===== src/rtl/icache_param.sv =====
// icache_param: direct-mapped, read-only instruction cache between the fetch
// stage and the memory arbiter. The number of sets and the number of words per
// block are set by parameters. A miss starts a multi-beat refill. inval clears
// every block in one cycle. miss_cnt is a saturating count of misses.
//
// Ports
//   CLK, nRST           clock (rising edge); asynchronous active-low reset
//   imemREN, imemaddr   fetch request and byte address (bits [1:0] ignored)
//   ihit, imemload      requested word valid this cycle, instruction word
//   inval               invalidate all blocks
//   iREN, iaddr         memory read request and word address
//   iwait, iload        memory busy, memory read data
//   miss_cnt            saturating miss count
//   dbg_state           current FSM state (0 = IDLE_I, 1 = LD)
//
// Memory handshake: iREN is the request and iwait is its inverse ready. A beat
// is transferred on every rising edge where iREN && !iwait; iload is sampled
// on that edge. iaddr stays stable while iREN is high and iwait is high.
module icache_param #(
    parameter int SETS   = 16,
    parameter int WORDS  = 2,
    parameter int MISS_W = 16
) (
    input  logic              CLK,
    input  logic              nRST,
    input  logic              imemREN,
    input  logic [31:0]       imemaddr,
    output logic              ihit,
    output logic [31:0]       imemload,
    input  logic              inval,
    output logic              iREN,
    output logic [31:0]       iaddr,
    input  logic              iwait,
    input  logic [31:0]       iload,
    output logic [MISS_W-1:0] miss_cnt,
    output logic              dbg_state
);

    localparam int OB = $clog2(WORDS);
    localparam int IB = $clog2(SETS);
    localparam int TB = 30 - OB - IB;
    // When WORDS=1 there is no offset field. Keep a 1-bit beat that never
    // leaves 0.
    localparam int BW = (OB == 0) ? 1 : OB;
    localparam logic [BW-1:0] LAST_BEAT = BW'(WORDS - 1);

    typedef enum logic {
        IDLE_I = 1'b0,
        LD     = 1'b1
    } state_t;

    state_t state_q, state_d;

    logic [31:0]    data_mem [SETS][WORDS];
    logic [TB-1:0]  tag_mem  [SETS];
    logic [SETS-1:0] valid;

    logic [TB-1:0]  rtag;
    logic [IB-1:0]  ridx;
    logic [BW-1:0]  beat;

    logic [TB-1:0]  req_tag;
    logic [IB-1:0]  req_idx;
    logic [BW-1:0]  req_off;
    logic           hit_raw;
    logic           miss;
    logic           fill_done;
    logic           unused_addr_bits;

    assign req_tag = imemaddr[31 -: TB];
    assign req_idx = imemaddr[2 + OB +: IB];
    assign unused_addr_bits = ^imemaddr[1:0];

    generate
        if (OB == 0) begin : g_no_off
            assign req_off = '0;
            assign iaddr   = {rtag, ridx, 2'b00};
        end else begin : g_off
            assign req_off = imemaddr[2 +: OB];
            assign iaddr   = {rtag, ridx, beat, 2'b00};
        end
    endgenerate

    assign hit_raw   = valid[req_idx] && (tag_mem[req_idx] == req_tag);
    assign imemload  = data_mem[req_idx][req_off];
    assign dbg_state = state_q;

    always_comb begin
        state_d   = state_q;
        ihit      = 1'b0;
        iREN      = 1'b0;
        miss      = 1'b0;
        fill_done = 1'b0;
        case (state_q)
            IDLE_I: begin
                ihit = imemREN && hit_raw && !inval;
                miss = imemREN && !hit_raw && !inval;
                if (miss) state_d = LD;
            end
            LD: begin
                iREN      = 1'b1;
                fill_done = !iwait && (beat == LAST_BEAT);
                if (fill_done) state_d = IDLE_I;
            end
            default: state_d = IDLE_I;
        endcase
        // Invalidate wins over everything, including a fill that completes
        // on the same edge.
        if (inval) state_d = IDLE_I;
    end

    always_ff @(posedge CLK or negedge nRST) begin
        if (!nRST) begin
            state_q <= IDLE_I;
        end else begin
            state_q <= state_d;
        end
    end

    always_ff @(posedge CLK or negedge nRST) begin
        if (!nRST) begin
            valid    <= '0;
            beat     <= '0;
            miss_cnt <= '0;
            rtag     <= '0;
            ridx     <= '0;
        end else if (inval) begin
            valid <= '0;
            beat  <= '0;
        end else if (miss) begin
            rtag           <= req_tag;
            ridx           <= req_idx;
            valid[req_idx] <= 1'b0;
            beat           <= '0;
            if (miss_cnt != '1) miss_cnt <= miss_cnt + MISS_W'(1);
        end else if (state_q == LD && !iwait) begin
            if (fill_done) begin
                valid[ridx] <= 1'b1;
                beat        <= '0;
            end else begin
                beat <= beat + BW'(1);
            end
        end
    end

    // The data and tag arrays have no reset. A block only becomes usable once
    // its valid bit is set.
    always_ff @(posedge CLK) begin
        if (state_q == LD && !iwait) data_mem[ridx][beat] <= iload;
        if (fill_done && !inval) tag_mem[ridx] <= rtag;
    end

endmodule


===== config.mk =====
export PLATFORM = sky130hd
export DESIGN_NAME = icache_param
export DESIGN_NICKNAME = d
export VERILOG_FILES = /design/src/rtl/icache_param.sv
export SDC_FILE = /design/constraint.sdc
export NUM_CORES = 1
export LEC_CHECK = 0
export ABC_AREA = 1
export BUFFER_PORTS_ARGS = -buffer_cell sky130_fd_sc_hd__buf_2
export CORE_MARGIN = 2
export CORE_UTILIZATION = 53
export DETAILED_ROUTE_END_ITERATION = 10
export PLACE_DENSITY = 0.69
export RECOVER_POWER = 25
export SETUP_SLACK_MARGIN = 0.4
export SLEW_MARGIN = 0
export SYNTH_ARGS = -nofsm -noshare
export SYNTH_HDL_FRONTEND = slang
export SYNTH_SLANG_ARGS = --single-unit

===== constraint.sdc =====
create_clock -name CLK -period 4.7 [get_ports CLK]
set_input_delay 0.235 -clock CLK [delete_from_list [all_inputs] [get_ports CLK]]
set_output_delay 0.235 -clock CLK [all_outputs]
set_load 0.1 [all_outputs]

### Word-level counts from Yosys, hierarchy flattened

Memories as Yosys holds them, arrays and structs flattened.
Cells that the tools add are included.

* equal/unequal tests: 2
* $add $sub $neg: 2
* bitwise gates (word level): 7
* muxes and demuxes: 31
* $lt $le $gt $ge: 7
* reduce and logical (&&, ||, !) cells: 19

Operators by type and width (number)
* two-way mux 32 bit: 4
* two-way mux 16 bit: 4
* two-way mux 64 bit: 1
* demux 32 bit (select 1 bit): 1
* == test 25 bit: 1
* two-way mux 1 bit: 17
* adder 16 x 1 -> 16 bit, second input constant: 1
* bitwise AND 16 bit: 1
* inequality test 16 bit, second input constant: 1
* inverter 16 bit: 1
* OR 16 bit: 1
* logical AND 1 bit: 11
* < comparator 4 x 5 -> 1 bit, second input constant: 2
* demux 1 bit (select 4 bit): 2
* greater-or-equal comparator 4 x 1 -> 1 bit, second input constant: 2
* nonzero test 3 bit: 2
* binary-select mux 1 bit (select 4 bit): 1
* greater-or-equal comparator 2 bit, second input constant: 2
* inverter 1 -> 2 bit: 2
* AND reduction 2 bit: 2
* logical NOT 1 bit: 3
* AND reduction 3 bit: 1
* < comparator 2 x 1 -> 1 bit, second input constant: 1
* inverter 1 bit: 2
* 2 further kinds: 2

* output and inout bits: 83
* logic and storage cells: 76
* flip-flop bits (word level): 63
* input port bits: 69
* memories: 2
* memory bits (writable): 1424

Memory list
* data_mem: words 16, bits a word 64, read ports 1, clocked after memory_dff 0, wr ports 1, line 54 `logic [31:0] data_mem [SETS][WORDS];`
* tag_mem: words 16, bits a word 25, read ports 1, clocked after memory_dff 0, wr ports 1, line 55 `logic [TB-1:0] tag_mem [SETS];`

### Depth between registers and ports, before layout

Gate-level depths: netlist of run 1.

* depth in word-level cells: 9
* gate-level depth with buffers: 24
* depth with buffers taken out: 20

### Worst setup path after synthesis of run 1

OpenSTA, ideal clock, no wires.

* kind: input port to output port
* from: input port imemaddr[3]
* to: output port imemload[18]
* setup slack: 0.620 ns
* data arrival time: 3.845 ns
* data required time: 4.465 ns
* path buffers: 4
* cell stages on the path: 9
* path through: buf_4 -> nor2_1 -> buf_2 -> clkbuf_1 -> clkbuf_1 -> a22oi_1 -> a21oi_1 -> nor4_1 -> o21ai_0

* longest elaborated chain between the ends: 4

Ends and longest elaborated chain
* start: declaration: line 27 `input logic [31:0] imemaddr,`
* memory read (16 x 64 bit)
* two-way mux 32 bit (not written as such) (3 in series): line 85 `assign imemload = data_mem[req_idx][req_off];`
* end: declaration: line 29 `output logic [31:0] imemload,`

Every way passes these cells. The select of a mux whose other input is x is not followed.

### Worst setup path after layout of run 1

* from: input port imemaddr[6]
* to: output port ihit

* longest elaborated chain between the ends: 6

Ends and longest elaborated chain
* memory read (16 x 25 bit) / binary-select mux 1 bit (select 4 bit) (equally long branches)
* == test 25 bit / two-way mux 1 bit (equally long branches): line 84 `assign hit_raw = valid[req_idx] && (tag_mem[req_idx] == req_tag);`
* logical AND 1 bit (*): line 84
* logical AND 1 bit (*) (2 in series): line 96 `ihit = imemREN && hit_raw && !inval;`
* two-way mux 1 bit (*): line 94 `case (state_q)`
* end: declaration: line 28 `output logic ihit,`

Every way passes the cells marked *; elsewhere a longest branch is shown, timed or not. The select of a mux whose other input is x is not followed.

==> results of run 1 <==
[tightest hold or removal path, cell delays in order]
cell,delay (ps)
buf_2,100
inv_1,40
nor2_1,30
buf_4,220
nand2_1,110
a21oi_1,70
[sequential cells by signal (all words and copies together), names as in the netlist]
| name | flops |
|---|---|
| beat | 1 |
| miss_cnt | 16 |
| valid | 16 |
| ridx | 4 |
| data_mem | 1024 |
| rtag | 25 |
| tag_mem | 400 |
| dbg_state | 1 |
[power groups by stage]
stage | sequential, mW | combinational (mW) | clock [mW]
after floorplan | 15.6 | 1.10 | 0
after global placement | 15.2 | 2.27 | 0
after detailed placement | 15.2 | 2.29 | 0
after CTS | 15.0 | 2.35 | 11.9
after global routing | 15.0 | 2.49 | 12.4
final | 15.0 | 2.35 | 11.8
[cell type report]
type	count	area, um^2
Clock inverter	88	887
Sequential cell	1487	44300
Timing Repair Buffer	314	2700
Antenna cell	3	7.51
Tap cell	1403	1760
Fill cell	7769	41200
Inverter	65	258
Clock buffer	190	4010
Multi-Input combinational cell	2337	12200
[layout by cell type, fill, tap and decap left out, types with 63 or more instances in the layout]
master / count
a21oi_1: 245
a22oi_1: 529
buf_2: 92
buf_4: 94
clkbuf_16: 152
dfrtp_1: 63
edfxtp_1: 1424
nand2_1: 1130
nand3_1: 72
nor2_1: 63
o21ai_0: 75
[kinds of logic (layout without fill, tap and decap cells)]
logic type	Yosys count	count (layout)	share of synthesized area, %
buffers and inverters	304	657	2.41
DFF	1487	1487	77.1
AOI/OAI and AO/OA	912	912	10.5
adders and majority gates	1	1	0.0218
xor gates and xnor gates	14	14	0.213
and+or+nand+nor	1408	1408	9.74
other	1	5	0.00652
[repair_timing]
item                                    CTS  global route
hold buffers                             62             0
buffers inserted                          0             0
endpoints found under the hold margin  1113             0
gates resized for setup                   0             0
[routing by layer]
metal,wire (um),vias up,global-route usage [%]
li1,-,15900,-
met1,60100,18000,38.3
met2,74100,2134,44.2
met3,16200,308,5.24
met4,4320,4,9.03
met5,27,-,0
[through the flow]
step                      instance area, um^2  std cells
final                                   66100       5887
after CTS                               66100       5884
after detailed placement                60600       5544
after global routing                    66100       5885
after floorplan                         57500       4128
after global placement                  60600       5544
[worst max-delay path by stage]
stage               cells past startpoint            to        start  slack (ps)
floorplan                               9  imemload[18]  imemaddr[3]         620
global placement                       20  miss_cnt[15]  imemaddr[4]         910
detailed placement                     20  miss_cnt[15]  imemaddr[4]         880
CTS                                    17          ihit  imemaddr[6]         630
global route                           17          ihit  imemaddr[6]         400
finish                                 17          ihit  imemaddr[6]         510
==> impl_metrics.sql, run 1 <==
INSERT INTO impl_metrics (metric_group, metric, value, unit) VALUES
('timing', 'relative_slew_slack', '11.3', '%'),
('layout', 'area_growth', '15.0', '%'),
('critical_path', 'r2r_end', 'miss_cnt[2]', ''),
('timing', 'holdWs', '106', 'ps'),
('worst_hold_path', 'holdCritPathClass', 'in -> reg', ''),
('layout', 'drive_above_1_share', '11.5', '%'),
('logic_synthesis', 'avgSynthCellArea', '13.9', 'um^2'),
('timing', 'final_layout_setup_total_negative_slack', '0', 'ps'),
('logic_synthesis', 'synth.distinct_cells', '38', ''),
('power', 'cell_internal_pwr', '22.1', 'mW'),
('routing', 'wl_per_cell', '26.3', 'um'),
('layout', 'num-nets-final', '4425', ''),
('routing', 'drt.antenna.violating_nets', '0', ''),
('timing', 'final-setup-viol-count', '0', ''),
('die', 'start_util', '53.6', '%'),
('power', 'pwr_density_cell', '440', 'nW/um^2'),
('critical_path', 'rrSetupSlack', '1540', 'ps'),
('worst_hold_path', 'hold_path_end', 'dbg_state', ''),
('timing', 'final-max-slew-violation-count', '0', ''),
('placement', 'globalplace.congestion', '0.890', ''),
('timing', 'setup_repair_after_global_routing_missed_its_margin', 'no', ''),
('die', 'fp-row-count', '120', ''),
('logic_synthesis', 'yosys_register_bits', '1487', ''),
('power', 'power.share.switching', '24.1', '%'),
('critical_path', 'worst_ep_arrival_time', '3950', 'ps'),
('logic_synthesis', 'ranking_of_synthesized_cells_by_instance_count', 'edfxtp_1 (1424), nand2_1 (1132), a22oi_1 (529)', ''),
('logic_synthesis', 'synth_flop_cell', 'edfxtp_1', ''),
('timing', 'timing.final.crit_share', '89.1', '%'),
('logic_synthesis', 'yosysMostFrequentCell', 'edfxtp_1', ''),
('critical_path', 'crit-reg2reg-launch', 'miss_cnt[0]', ''),
('critical_path', 'critical_path_required', '4470', 'ps'),
('cts', 'cts_tree', 'yes', ''),
('timing', 'timing_worst_slew_pin_value', '1330', 'ps'),
('placement', 'placement.io_buffers', '147', ''),
('cts', 'clkLatencyLatePin', '760', 'ps'),
('cts', 'clock-root-buffer', 'clkbuf_16', ''),
('die', 'die_height', '333', 'um'),
('logic_synthesis', 'post-synth-top-area-fraction', '74.4', '%'),
('critical_path', 'worst_r2r_path_depth', '9', ''),
('power', 'max-vdd-ir-drop', '0.339', 'mV'),
('die', 'io_pins', '152', ''),
('grt', 'grt-ovfl-total', '0', ''),
('die', 'dieArea', '111000', 'um^2'),
('placement', 'dp.final_hpwl', '79900', 'um'),
('power', 'sequentialPowerShare', '51.4', '%'),
('critical_path', 'critPathKind', 'in -> out', ''),
('flow_run', 'drv_cap', '0', ''),
('routing', 'dr_total_vias', '36400', ''),
('routing', 'wire_length_reported_by_the_detailed_router', '155000', 'um'),
('cts', 'longest_clk_path_bufs', '3', ''),
('die', 'fp.dieW', '333', 'um'),
('timing', 'fmax', '0.239', 'GHz'),
('logic_synthesis', 'synth-async-reset-ratio', '4.24', '%'),
('routing', 'drcViolationCount', '0', ''),
('critical_path', 'timing.critical_path.cells', 'dlygate4sd3_1 -> buf_2 -> inv_1 -> nand2_4 -> inv_2 -> buf_4 -> nand2_1 -> nand2_1 -> nor2_1 -> nand2_1 -> nand2_1 -> nor2_1 -> nand4_1 -> nor4_1 -> nand2_1 -> nor3_1 -> buf_12', ''),
('run_status', 'run_status', 'finished, final reports clean', ''),
('routing', 'viasPerCell', '6.18', ''),
('critical_path', 'slowest_stage', 'dlygate4sd3_1', ''),
('logic_synthesis', 'synth_area_leader_cell', 'edfxtp_1', ''),
('grt', 'grt_antenna_before_repair', '4', ''),
('grt', 'via_count_of_the_first_global_routing_pass', '34600', ''),
('critical_path', 'max_stage_delay', '590', 'ps'),
('power', 'power_frac_clock', '40.5', '%'),
('critical_path', 'worst_setup_path_start_kind', 'input pin', ''),
('die', 'coreArea', '107000', 'um^2'),
('grt', 'grt_first_pass_wirelength', '225000', 'um'),
('critical_path', 'crit_path_frequent_cell', 'nand2_1', ''),
('grt', 'grt_start_max_net_pins', '119', ''),
('worst_hold_path', 'timing.hold.worst.start', 'imemREN', ''),
('critical_path', 'cp-end-kind', 'output port', ''),
('critical_path', 'critical-path-top-delay-family', 'buffers and inverters', '');
No activity file was read; power rests on OpenSTA's default activity.
==> run 2, diff against run 1 <==
--- a/config.mk
+++ b/config.mk
@@ -11,7 +11,7 @@
 export CORE_UTILIZATION = 53
 export DETAILED_ROUTE_END_ITERATION = 10
 export PLACE_DENSITY = 0.69
-export RECOVER_POWER = 25
+export RECOVER_POWER = 50
 export SETUP_SLACK_MARGIN = 0.4
 export SLEW_MARGIN = 0
 export SYNTH_ARGS = -nofsm -noshare
==> run 2 against run 1 <==
Compared with the run above: sequential cell count did not move; utilization shrank 0.061 points; hold slack got worse by 23 ps; combinational power about the same; highest routed layer unchanged; critical path type unchanged; via count about the same; sequential share of layout area rose by 0.066 points; the run now ends with max-capacitance violations, max-slew violations left; first-iteration DRC count is 4.4% lower; largest power group unchanged; global-route usage stayed put.
==> impl_metrics.sql, run 2 (same netlist as run 1, synthesis figures left out) <==
INSERT INTO impl_metrics (metric_group, metric, value, unit) VALUES
('run_status', 'run_status', 'finished, violations left', ''),
('run_status', 'violations', 'max-capacitance violations, max-slew violations', ''),
('routing', 'viasPerCell', '6.17', ''),
('critical_path', 'crit-reg2reg-launch', 'dbg_state', ''),
('layout', 'commonest_non_fill_non_tap_cell_in_the_layout', 'edfxtp_1', ''),
('grt', 'grtUsageMet3', '5.24', '%'),
('grt', 'grt-ovfl-total', '0', ''),
('grt', 'grt_antenna_before_repair', '4', ''),
('placement', 'globalplace.congestion', '0.890', ''),
('layout', 'sequential_cell_area', '44300', 'um^2'),
('timing', 'setup_repair_after_global_routing_missed_its_margin', 'no', ''),
('grt', 'global_route.usage.met2', '44.2', '%'),
('layout', 'num-nets-final', '4425', ''),
('critical_path', 'r2r_end', 'data_mem[11][8]', ''),
('timing', 'final-setup-viol-count', '0', ''),
('grt', 'grt_use_total', '27.6', '%'),
('placement', 'dp.final_hpwl', '79900', 'um'),
('layout', 'area_growth', '14.9', '%'),
('die', 'dieArea', '111000', 'um^2'),
('layout', 'layout_common_cells', 'edfxtp_1 (1424), nand2_1 (1130), a22oi_1 (529)', ''),
('timing', 'clock-skew-final', '44.3', 'ps'),
('critical_path', 'worst_r2r_path_depth', '6', ''),
('grt', 'via_count_of_the_first_global_routing_pass', '34600', ''),
('grt', 'grt_first_pass_wirelength', '225000', 'um'),
('worst_hold_path', 'timing.hold.worst.start', 'imemREN', ''),
('critical_path', 'cp-end-kind', 'output port', ''),
('routing', 'wl_per_cell', '26.3', 'um'),
('cts', 'num_cts_buffers', '150', ''),
('timing', 'fmax', '0.239', 'GHz'),
('timing', 'finalHoldViolations', '0', ''),
('critical_path', 'critical_path_required', '4470', 'ps'),
('critical_path', 'cp_max_fo', '19', ''),
('die', 'fp-row-count', '120', ''),
('grt', 'globalRouteMet1Util', '38.3', '%'),
('critical_path', 'critPathKind', 'in -> out', ''),
('cts', 'cts_tree', 'yes', ''),
('power', 'totalPowerFinal', '29.1', 'mW'),
('die', 'fp.dieW', '333', 'um'),
('worst_hold_path', 'holdPathStages', '6', ''),
('timing', 'final_layout_setup_total_negative_slack', '0', 'ps'),
('routing', 'drcViolationCount', '0', ''),
('layout', 'multi_input_area', '12200', 'um^2'),
('grt', 'grt_busiest_layer', 'met2', ''),
('die', 'io_pins', '152', ''),
('critical_path', 'worst_ep_arrival_time', '3950', 'ps'),
('routing', 'drt_iter0_drc', '4696', ''),
('routing', 'wire_length_reported_by_the_detailed_router', '155000', 'um'),
('grt', 'grt_start_max_net_pins', '119', ''),
('timing', 'timing.final.crit_share', '89.0', '%'),
('power', 'max-vdd-ir-drop', '0.338', 'mV'),
('timing', 'final-max-slew-violation-count', '64', ''),
('routing', 'dr_total_vias', '36400', ''),
('critical_path', 'worst_setup_path_start_kind', 'input pin', ''),
('cts', 'clkLatencyLatePin', '760', 'ps'),
('power', 'standby_leakage_power', '22.8', 'nW'),
('worst_hold_path', 'hold_path_end', 'dbg_state', ''),
('die', 'die_height', '333', 'um'),
('cts', 'htree_levels', '4', ''),
('critical_path', 'rrSetupSlack', '860', 'ps'),
('cts', 'clk_pin_slew_worst_paths', '60', 'ps'),
('power', 'pwr_density_cell', '441', 'nW/um^2'),
('timing', 'timing_worst_slew_pin_value', '3410', 'ps'),
('timing', 'relative_slew_slack', '-127', '%'),
('cts', 'longest_clk_path_bufs', '3', ''),
('cts', 'cts_post_setup_buffers_inserted', '0', ''),
('die', 'coreArea', '107000', 'um^2'),
('worst_hold_path', 'holdCritPathClass', 'in -> reg', ''),
('routing', 'firstDrtPassIters', '6', ''),
('die', 'start_util', '53.6', '%'),
('timing', 'period_needed', '4180', 'ps'),
('layout', 'largestRegisters', 'data_mem: 1024 flops, tag_mem: 400 flops, rtag: 25 flops', ''),
('layout', 'largest_register', 'data_mem', ''),
('cts', 'ctsResizeCount', '0', ''),
('cts', 'clkSinkCount', '1487', ''),
('flow_run', 'drv_cap', '2', ''),
('routing', 'drt.antenna.violating_nets', '0', ''),
('cts', 'clock-root-buffer', 'clkbuf_16', ''),
('layout', 'largest_register_ff_count', '1024', ''),
('layout', 'drive_above_1_share', '10.7', '%'),
('layout', 'fillers', '7792', ''),
('placement', 'placement.io_buffers', '147', ''),
('cts', 'post_cts_hold_buffer_count', '62', '');
## run 2: worst max path at each step
stage / start / to / slack (ps)
4_1_cts: imemaddr[6] / ihit / 630
3_5_place_dp: imemaddr[4] / miss_cnt[15] / 880
3_3_place_gp: imemaddr[4] / miss_cnt[15] / 910
2_1_floorplan: imemaddr[3] / imemload[18] / 620
6_report: imemaddr[6] / ihit / 520
5_1_grt: imemaddr[6] / ihit / 400
## run 2: final cells by class
type,instances,area share [%]
sequential,1487,67.1
timing repair buffer,314,4.01
multi-input combinational,2337,18.4
clock inverter,88,1.34
clock buffer,190,6.06
tap,1403,2.66
inverter,65,0.390
antenna,3,0.0114
## run 2: power breakdown
part	internal (mW)	leakage, nW	switching, mW
Clock	6.80	2.39	5.00
Sequential	14.8	13.7	0.214
Combinational	0.544	6.73	1.80
Total	22.1	22.8	7.02
## run 2: critical path, cell delays in order
cell and delay, ps:
dlygate4sd3_1 590, buf_2 180, inv_1 160, nand2_4 280, inv_2 420, buf_4 300
nand2_1 80, nand2_1 90, nor2_1 50, nand2_1 50, nand2_1 160, nor2_1 160
nand4_1 80, nor4_1 250, nand2_1 90, nor3_1 490, buf_12 250
## run 2: through the flow
step / hold slack, ps / util (%) / cell area, um^2 / cells / setup WS [ps]
floorplan: -60.6 / - / 57500 / 4128 / 620
global placement: 117 / 56.5 / 60600 / 5544 / 908
detailed placement: 119 / 56.5 / 60600 / 5544 / 883
CTS: 38.1 / 61.6 / 66100 / 5884 / 634
global route: 83.1 / 61.5 / 66100 / 5885 / 404
finish: 83.0 / 61.5 / 66100 / 5887 / 519
## run 2: per-layer routing
layer  share of wire, %  wire length, um  vias up
li1                   -                -    15900
met1                 39            60400    18100
met2                 48            74300     2068
met3                 10            15700      310
met4                2.9             4420        4
met5              0.017               27        -
